**config.mk**
```make
export PLATFORM = sky130hd
export DESIGN_NAME = serial_receiver_8x
export DESIGN_NICKNAME = d
export VERILOG_FILES = /design/src/rtl/serial_receiver_8x_pkg.sv /design/src/rtl/sync_2ff.sv /design/src/rtl/serial_receiver_8x.sv
export SDC_FILE = /design/constraint.sdc
export NUM_CORES = 1
export LEC_CHECK = 0
export CELL_PAD_IN_SITES_DETAIL_PLACEMENT = 1
export CELL_PAD_IN_SITES_GLOBAL_PLACEMENT = 1
export CORE_UTILIZATION = 38
export CTS_CLUSTER_DIAMETER = 60
export DETAILED_ROUTE_END_ITERATION = 10
export HOLD_SLACK_MARGIN = 0.05
export PLACE_DENSITY = 0.69
export SLEW_MARGIN = 20
export SYNTH_ARGS = -nofsm -noshare
export SYNTH_HDL_FRONTEND = slang
export SYNTH_SLANG_ARGS = --single-unit
```
**constraint.sdc**
```tcl
create_clock -name clock -period 1.97 [get_ports clock]
set_input_delay 0.2955 -clock clock [delete_from_list [all_inputs] [get_ports clock]]
set_output_delay 0.2955 -clock clock [all_outputs]
set_load 0.005 [all_outputs]
```
**src/rtl/serial_receiver_8x_pkg.sv**
```systemverilog
// ----------------------------------------------------------------------------
// serial_receiver_8x_pkg
// Shared definitions for the oversampling serial receiver:
//   - default oversample ratio and payload width
//   - receiver FSM state encoding
//   - mid-bit sample offset (cycles from the start-bit edge to the first
//     sample instant)
// ----------------------------------------------------------------------------
package serial_receiver_8x_pkg;

    localparam int OVERSAMPLE_DEFAULT = 8;
    localparam int DATA_BITS_DEFAULT  = 8;

    typedef enum logic [1:0] {
        IDLE  = 2'd0,
        START = 2'd1,
        DATA  = 2'd2,
        STOP  = 2'd3
    } rx_state_t;

    // Cycles after the detected falling edge at which the middle of a bit
    // is reached. The edge cycle itself counts as cycle 0.
    function automatic int mid_offset(input int oversample);
        return oversample / 2 - 1;
    endfunction

    localparam int MID_OFFSET_DEFAULT = mid_offset(OVERSAMPLE_DEFAULT);

endpackage

```
**src/rtl/sync_2ff.sv**
```systemverilog
// ----------------------------------------------------------------------------
// sync_2ff
// Two-flop synchronizer for a single asynchronous level. Both flops reset
// to RESET_VALUE so an idle-high line does not show a false edge on release.
// Ports:
//   clock  - destination clock
//   reset  - asynchronous active-low reset
//   d      - asynchronous input
//   q      - synchronized output
// ----------------------------------------------------------------------------
module sync_2ff #(
    parameter logic RESET_VALUE = 1'b1
) (
    input  logic clock,
    input  logic reset,
    input  logic d,
    output logic q
);

    logic meta;

    always_ff @(posedge clock or negedge reset) begin
        if (!reset) begin
            meta <= RESET_VALUE;
            q    <= RESET_VALUE;
        end else begin
            meta <= d;
            q    <= meta;
        end
    end

endmodule

```
**src/rtl/serial_receiver_8x.sv**
```systemverilog
// ----------------------------------------------------------------------------
// serial_receiver_8x
// Oversampling asynchronous serial receiver. Frame: start bit (0), DATA_BITS
// payload bits LSB first, stop bit (1). Each bit lasts OVERSAMPLE clocks and
// is sampled once at its middle, timed from the first low cycle of rx_sync.
// Ports:
//   clock       - system clock, all logic on the rising edge
//   reset       - asynchronous active-low reset
//   rx_in       - serial line, idles high, asynchronous to clock
//   data_out    - payload of the last correctly framed character
//   data_valid  - one-cycle pulse when data_out is updated
//   frame_error - one-cycle pulse when a stop bit samples low
//   busy        - high whenever the FSM is not in IDLE
//   fsm_state   - current FSM state, for observation only
// Handshake: data_valid and frame_error are unqualified one-cycle pulses;
// there is no ready/backpressure, a consumer must capture data_out in the
// cycle data_valid is high (data_out then holds until the next good frame).
// ----------------------------------------------------------------------------
module serial_receiver_8x
    import serial_receiver_8x_pkg::*;
#(
    parameter int OVERSAMPLE = OVERSAMPLE_DEFAULT,
    parameter int DATA_BITS  = DATA_BITS_DEFAULT
) (
    input  logic                 clock,
    input  logic                 reset,
    input  logic                 rx_in,
    output logic [DATA_BITS-1:0] data_out,
    output logic                 data_valid,
    output logic                 frame_error,
    output logic                 busy,
    output rx_state_t            fsm_state
);

    localparam int CNT_W = (OVERSAMPLE > 1) ? $clog2(OVERSAMPLE) : 1;
    localparam int BIT_W = (DATA_BITS > 1) ? $clog2(DATA_BITS) : 1;

    localparam logic [CNT_W-1:0] MID_CNT  = CNT_W'(mid_offset(OVERSAMPLE));
    localparam logic [CNT_W-1:0] CNT_LAST = CNT_W'(OVERSAMPLE - 1);
    localparam logic [CNT_W-1:0] CNT_ONE  = CNT_W'(1);
    localparam logic [BIT_W-1:0] BIT_LAST = BIT_W'(DATA_BITS - 1);
    localparam logic [BIT_W-1:0] BIT_ONE  = BIT_W'(1);

    logic rx_sync;

    rx_state_t            state_q, state_next;
    logic [CNT_W-1:0]     sample_cnt, sample_cnt_next;
    logic [BIT_W-1:0]     bit_cnt, bit_cnt_next;
    logic [DATA_BITS-1:0] shift_reg, shift_next;
    logic [DATA_BITS-1:0] data_next;
    logic                 valid_next;
    logic                 error_next;
    // Cleared by a framing error so a line stuck low cannot start a new
    // frame; set again by any high cycle on rx_sync.
    logic                 armed, armed_next;
    logic                 sample_tick;

    sync_2ff #(
        .RESET_VALUE (1'b1)
    ) u_sync (
        .clock (clock),
        .reset (reset),
        .d     (rx_in),
        .q     (rx_sync)
    );

    // sample_cnt holds (cycles since the edge) mod OVERSAMPLE, so the
    // mid-bit instants are simply the cycles where it equals MID_CNT.
    assign sample_tick = (sample_cnt == MID_CNT);

    always_comb begin
        state_next      = state_q;
        sample_cnt_next = sample_cnt;
        bit_cnt_next    = bit_cnt;
        shift_next      = shift_reg;
        data_next       = data_out;
        valid_next      = 1'b0;
        error_next      = 1'b0;
        armed_next      = armed;

        if (state_q != IDLE) begin
            sample_cnt_next = (sample_cnt == CNT_LAST) ? '0 : sample_cnt + CNT_ONE;
        end

        case (state_q)
            IDLE: begin
                sample_cnt_next = '0;
                bit_cnt_next    = '0;
                if (rx_sync) begin
                    armed_next = 1'b1;
                end else if (armed) begin
                    // This cycle is the edge cycle (count 0); the next is 1.
                    state_next      = START;
                    sample_cnt_next = CNT_ONE;
                end
            end

            START: begin
                if (sample_tick) begin
                    if (rx_sync) begin
                        // Start bit did not survive to mid-bit: a glitch.
                        state_next      = IDLE;
                        sample_cnt_next = '0;
                    end else begin
                        state_next = DATA;
                    end
                end
            end

            DATA: begin
                if (sample_tick) begin
                    // LSB arrives first, so shifting in at the MSB end leaves
                    // the payload in natural order after the last bit.
                    shift_next                = shift_reg >> 1;
                    shift_next[DATA_BITS-1]   = rx_sync;
                    if (bit_cnt == BIT_LAST) begin
                        state_next   = STOP;
                        bit_cnt_next = '0;
                    end else begin
                        bit_cnt_next = bit_cnt + BIT_ONE;
                    end
                end
            end

            STOP: begin
                if (sample_tick) begin
                    // Leave at mid-stop so a back-to-back start edge, half a
                    // bit later, is seen from IDLE.
                    state_next      = IDLE;
                    sample_cnt_next = '0;
                    if (rx_sync) begin
                        data_next  = shift_reg;
                        valid_next = 1'b1;
                    end else begin
                        error_next = 1'b1;
                        armed_next = 1'b0;
                    end
                end
            end

            default: begin
                state_next      = IDLE;
                sample_cnt_next = '0;
                bit_cnt_next    = '0;
            end
        endcase
    end

    always_ff @(posedge clock or negedge reset) begin
        if (!reset) begin
            state_q     <= IDLE;
            sample_cnt  <= '0;
            bit_cnt     <= '0;
            shift_reg   <= '0;
            data_out    <= '0;
            data_valid  <= 1'b0;
            frame_error <= 1'b0;
            armed       <= 1'b1;
        end else begin
            state_q     <= state_next;
            sample_cnt  <= sample_cnt_next;
            bit_cnt     <= bit_cnt_next;
            shift_reg   <= shift_next;
            data_out    <= data_next;
            data_valid  <= valid_next;
            frame_error <= error_next;
            armed       <= armed_next;
        end
    end

    assign busy      = (state_q != IDLE);
    assign fsm_state = state_q;

endmodule

```
== After elaboration in Yosys (flattened, before gate mapping) ==
Cells that the tools add are included.

* Memory bits (writable): 0
* Logic and storage cells: 64
* Flip-flop bits (word level): 29
* Bits of input ports: 3
* Latch bits: 0
* Memories kept: 0
* Memory bits (read-only): 0

* $add $sub $neg: 2
* Bitwise gates (word level): 0
* Divide/modulo/power cells: 0
* Multiply operators: 0
* Order comparisons: 0
* Mux-type cells: 29
* Reduce and logical (&&, ||, !) cells: 9
* Equal/unequal tests: 14
* Shift operators: 0

{| class="wikitable"
|+ Operators by type and width
! kind !! count
|-
| two-way mux 3 bit || 7
|-
| two-way mux 2 bit || 7
|-
| != test 2 bit (second input constant) || 7
|-
| two-way mux 1 bit || 11
|-
| case mux 3 bit (3 select lines) || 1
|-
| case mux 2 bit (4 select lines) || 1
|-
| adder 3 x 1 -> 3 bit (second input constant) || 2
|-
| == test 3 bit (second input constant) || 2
|-
| case mux 3 bit (2 select lines) || 1
|-
| AND reduction 6 bit || 1
|-
| nonzero test 2 bit || 3
|-
| == test 2 bit (second input constant) || 2
|-
| AND reduction 2 bit || 2
|-
| AND reduction 4 bit || 1
|-
| == test 3 x 2 -> 1 bit (second input constant) || 1
|-
| AND reduction 3 bit || 1
|-
| == test 2 x 1 -> 1 bit (second input constant) || 1
|-
| zero test 2 bit || 1
|-
| != test 2 x 1 -> 1 bit (second input constant) || 1
|-
| case mux 1 bit (2 select lines) || 1
|}

== Logic depth before layout (Yosys ltp) ==
Gate-level depths: netlist of the first run.

* Word-level depth: 6
* Mapped depth: 6

== Hierarchy ==
From an unflattened synthesis of the first run, not the netlist that was laid out.

* Cell total of the unflattened synthesis: 84
* Area total of the unflattened synthesis: 1193.6 um^2

{| class="wikitable"
|+ By module, submodules not included
! module !! cells an instance !! instances !! sequential area each (um^2) !! area each (um^2)
|-
| serial_receiver_8x || 82 || 1 || 676.9 || 1141.1
|-
| sync_2ff || 2 || 1 || 52.6 || 52.6
|}

== Worst setup path after synthesis of the first run ==
Ideal clock, no wire load.

* Kind: flip-flop to flip-flop
* From: register sample_cnt[0]
* To: register shift_reg[0]
* Setup time: 0.125 ns
* Stages on the path, launching flop included: 7
* Path slack: 0.367 ns
* Required time: 1.845 ns
* Data arrival time: 1.478 ns
* Path through: dfrtp_1 ha_1 ha_1 clkbuf_2 nand3b_2 buf_6 mux2_4

* Longest elaborated chain between the ends: 2

{| class="wikitable"
|+ Ends and longest elaborated chain
! what !! RTL line !! text
|-
| start, declared || serial_receiver_8x.sv:47 || <nowiki>logic [CNT_W-1:0] sample_cnt, sample_cnt_next;</nowiki>
|-
| start signal, assigned || serial_receiver_8x.sv:161 || <nowiki>sample_cnt <= sample_cnt_next;</nowiki>
|-
| == test 3 x 2 -> 1 bit || serial_receiver_8x.sv:69 || <nowiki>assign sample_tick = (sample_cnt == MID_CNT);</nowiki>
|-
| AND reduction 2 bit (no source line) || - ||
|-
| end signal, assigned || serial_receiver_8x.sv:163 || <nowiki>shift_reg <= shift_next;</nowiki>
|-
| end, declared || serial_receiver_8x.sv:49 || <nowiki>logic [DATA_BITS-1:0] shift_reg, shift_next;</nowiki>
|}

Every way passes these cells.
A chain may end at the register's enable or synchronous reset.

== Worst setup path after layout of the first run ==
* From: register state_q[0], in the netlist fsm_state[0]
* To: output port busy

* Longest elaborated chain between the ends: 1

{| class="wikitable"
|+ Ends and longest elaborated chain
! what !! RTL line !! text
|-
| start, declared || serial_receiver_8x.sv:46 || <nowiki>rx_state_t state_q, state_next;</nowiki>
|-
| start signal, assigned || serial_receiver_8x.sv:160 || <nowiki>state_q <= state_next;</nowiki>
|-
| nonzero test 2 bit || serial_receiver_8x.sv:171 || <nowiki>assign busy = (state_q != IDLE);</nowiki>
|-
| end, declared || serial_receiver_8x.sv:31 || <nowiki>output logic busy,</nowiki>
|}

Every way passes these cells.

==> reports/qor.csv, run 1 <==
stage,metric,value,unit
critical_path,Worst EP arrival,1.52,ns
timing,clk_skew,0.007942,ns
global_routing,first-pass GRT wire length,3.208,mm
global_routing,routing usage on met1,0.1641,
critical_path,crit path from,fsm_state[0],
global_routing,met3 global-route usage,0.04148,
timing,FMAX,550.8,MHz
floorplan,core area,3103,sq um
global_routing,antenna violations before repair,0,
yosys,main flop type after synthesis,dfrtp_1,
timing,Post-Route Setup TNS,0,ns
power,clock share of power,0.228,
yosys,Post-synth ARST share,1.000,
clock_network,"CTS clk-pin slew, worst paths",0.09,ns
placed_design,Placement Cell Area,1448,sq um
outcome,outcome,"finished, final reports clean",
timing,RSZ-0062 raised after global routing,false,
yosys,Yosys reg bits,29,
yosys,mapped cell area,1254,sq um
route,DRT Wirelength,1.926,mm
finish,ANT cells,0,
timing,Worst Max-Slew Pin Slew,0.3978,ns
finish,Final Util,0.4855,
yosys,Post-synth EDFFs,0,
finish,share of post-route cells with drive strength above 1,0.3208,
route,vias,707,
critical_path,worst path cell trace,nor2_1 > inv_1 > clkdlybuf4s50_1,
power,VDD IR max,0.0005216,V
timing,fin crit period,1.815,ns
timing,final setup fails,0,
power,sw power,0.4660,mW
clock_network,Root Driver,clkbuf_4,
power,logic gate share of total power,0.295,
placed_design,DP HPWL,1.354,mm
critical_path,crit end category,output pin,
critical_path,top cell family by delay on the critical path,buffers and inverters,
power,PD cells,1064,nW/um^2
power,Switching Fraction,0.2907,
power,LEAKAGE,0.7659,nW
critical_path,CP Buf/Inv Count,2,
power,Total Power,1.603,mW
critical_path,r2r startpoint,sample_cnt[0],
clock_network,CTS Hold Bufs,0,
yosys,post-synthesis sequential area ratio,0.5818,
route,DR WL/cell,12.84,um
placed_design,number of port buffers,15,
floorplan,Initial Util,0.4040,
timing,Final period util,0.9216,
finish,Post-Layout Cell Count,150,
clock_network,# H-tree levels,2,
critical_path,r2r endpoint,shift_reg[3],
global_routing,largest net degree at the start of global routing,30,
global_routing,GRT Resource Usage Total,0.1270,
yosys,Yosys warning count,0,
critical_path,CP max stage cell,clkdlybuf4s50_1,
floorplan,die area,3533,sq um
finish,design area,1506,sq um
critical_path,critical path class,reg -> out,
critical_path,R2R depth,4,
route,initial drt markers,12,
clock_network,TritonCTS clock tree,built,
timing,normalized max-slew margin,0.7334,
power,internal power,1.137,mW
yosys,Netlist cell types,26,
clock_network,CTS max path bufs,2,
floorplan,boundary pin count,16,
critical_path,CP Depth,3,
finish,Nets,113,
route,ANT nets after route,0,
worst_hold_path,hold crit path type,in -> async,
timing,Final Hold Fails,0,
yosys,Mapped Avg Cell Area,14.75,sq um
critical_path,critical path required time,1.67,ns
global_routing,total grt overflow,0,
floorplan,Die Height,59.44,um
clock_network,total CTS buffers,5,
power,Flop pwr share,0.477,
yosys,Post-Synthesis Net Count,93,
global_routing,vias in the first global route,698,
clock_network,Clock Latency Late Sink,0.31,ns
critical_path,CP Max Fanout,4,
floorplan,Die Span X,59.44,um
critical_path,"reg-to-reg slack, setup",0.20,ns
critical_path,CP max stage delay,0.44,ns
timing,Slew Limit Fails,0,
finish,area grow syn2layout,20.16,%
route,Via density,4.713,
clock_network,clock sink total,29,
clock_network,setup bufs post-CTS,0,
critical_path,Setup crit start kind,register,
placed_design,Placed Instances,142,
global_routing,met2 Use GR,0.1910,
yosys,Cells after Synth,85,
clock_network,Post-CTS Resized,0,
global_routing,grt peak-use layer,met2,
job,number of max-cap violations,0,
route,DRC,0,
floorplan,num rows,20,
placed_design,GPL Wtd Cong,0.7236,
route,drt pass-1 iters,4,
[stage by stage]
stage | hold slack, ns | setup slack [ns]
5_1_grt | 0.3688 | 0.07981
3_3_place_gp | 0.3477 | 0.2477
2_1_floorplan | -0.00009107 | 0.3671
4_1_cts | 0.3621 | 0.1109
6_report | 0.3563 | 0.1545
3_5_place_dp | 0.3494 | 0.2035
[final cells by class]
cell class              instances  area, sq um
inverters                       5        18.77
repair buffers                 18        172.7
well taps                      44        55.05
flip-flops and latches         29        729.5
fillers                       343         1597
clock buffers                   8        58.81
multi-input cells              46        471.7
[synthesized netlist by cell type, types with 2 or more instances]
library cell | n | area [sq um]
buf_2 | 2 | 10.01
o21ai_0 | 3 | 15.01
mux2_2 | 10 | 112.6
nor2_1 | 3 | 11.26
nand3_1 | 2 | 10.01
mux2_4 | 7 | 105.1
ha_1 | 5 | 62.56
dfstp_2 | 3 | 78.83
inv_1 | 5 | 18.77
nor3b_1 | 2 | 15.01
dfrtp_1 | 26 | 650.6
mux2i_1 | 3 | 30.03
[cell families after synthesis]
family | Yosys count | synth area share
AO/OA/AOI/OAI | 7 | 0.04591
adder cells (fa/ha/maj) | 5 | 0.04990
buffers and inverters | 10 | 0.04192
flip-flops | 29 | 0.5818
multiplexers | 20 | 0.1976
AND/OR/NAND/NOR | 14 | 0.08283
[cell usage in the layout (no fill, tap or decap)]
cell | netlist | final
mux2i_1 | 3 | 3
nand4_4 | 1 | 1
nor2_1 | 3 | 3
inv_1 | 5 | 5
or2_2 | 1 | 1
mux2_4 | 7 | 7
nand2_1 | 1 | 1
dfrtp_1 | 26 | 26
o22a_1 | 1 | 1
or4b_4 | 1 | 1
nor3b_1 | 2 | 2
clkbuf_4 | 0 | 5
dfstp_2 | 3 | 3
nand3_1 | 2 | 2
nor3_1 | 1 | 1
o21ai_0 | 3 | 3
clkbuf_1 | 0 | 2
o211ai_1 | 1 | 1
nand2b_1 | 1 | 1
nand3b_2 | 1 | 1
o211a_1 | 1 | 1
mux2_2 | 10 | 10
clkbuf_8 | 0 | 1
clkdlybuf4s50_1 | 0 | 15
ha_1 | 5 | 5
buf_4 | 1 | 3
o41ai_2 | 1 | 1
[worst max path at each step]
| stage | to | slack (ns) |
|---|---|---|
| 3_3_place_gp | shift_reg[3] | 0.25 |
| 5_1_grt | busy | 0.08 |
| 3_5_place_dp | shift_reg[3] | 0.20 |
| 6_report | busy | 0.15 |
| 2_1_floorplan | shift_reg[0] | 0.37 |
| 4_1_cts | busy | 0.11 |
[power by group through the flow]
| stage | Clock (mW) | Sequential [mW] | Combinational [mW] |
|---|---|---|---|
| 4_1_cts | 0.380 | 0.768 | 0.479 |
| 3_5_place_dp | 0 | 0.777 | 0.478 |
| 5_1_grt | 0.399 | 0.782 | 0.520 |
| 2_1_floorplan | 0 | 0.780 | 0.304 |
| 3_3_place_gp | 0 | 0.776 | 0.463 |
| 6_report | 0.365 | 0.765 | 0.472 |
[per-layer routing]
metal | vias to the layer above | share of wire
met5 | - | 0
met4 | 0 | 0.0088
met3 | 2 | 0.040
met2 | 14 | 0.50
met1 | 355 | 0.45
li1 | 336 | -
(Power assumes the default switching activity.)
==> inputs of run 2 (changes only) <==
--- a/config.mk
+++ b/config.mk
@@ -5,6 +5,7 @@
 export SDC_FILE = /design/constraint.sdc
 export NUM_CORES = 1
 export LEC_CHECK = 0
+export CAP_MARGIN = 20
 export CELL_PAD_IN_SITES_DETAIL_PLACEMENT = 1
 export CELL_PAD_IN_SITES_GLOBAL_PLACEMENT = 1
 export CORE_UTILIZATION = 38
==> results of run 2 <==
No change in the layout: final DEF, timing and power equal those of run 1.
==> inputs of run 3 (changes only) <==
--- a/config.mk
+++ b/config.mk
@@ -9,7 +9,6 @@
 export CELL_PAD_IN_SITES_DETAIL_PLACEMENT = 1
 export CELL_PAD_IN_SITES_GLOBAL_PLACEMENT = 1
 export CORE_UTILIZATION = 38
-export CTS_CLUSTER_DIAMETER = 60
 export DETAILED_ROUTE_END_ITERATION = 10
 export HOLD_SLACK_MARGIN = 0.05
 export PLACE_DENSITY = 0.69
==> results of run 3 <==
No change in the layout: final DEF, timing and power equal those of run 1.
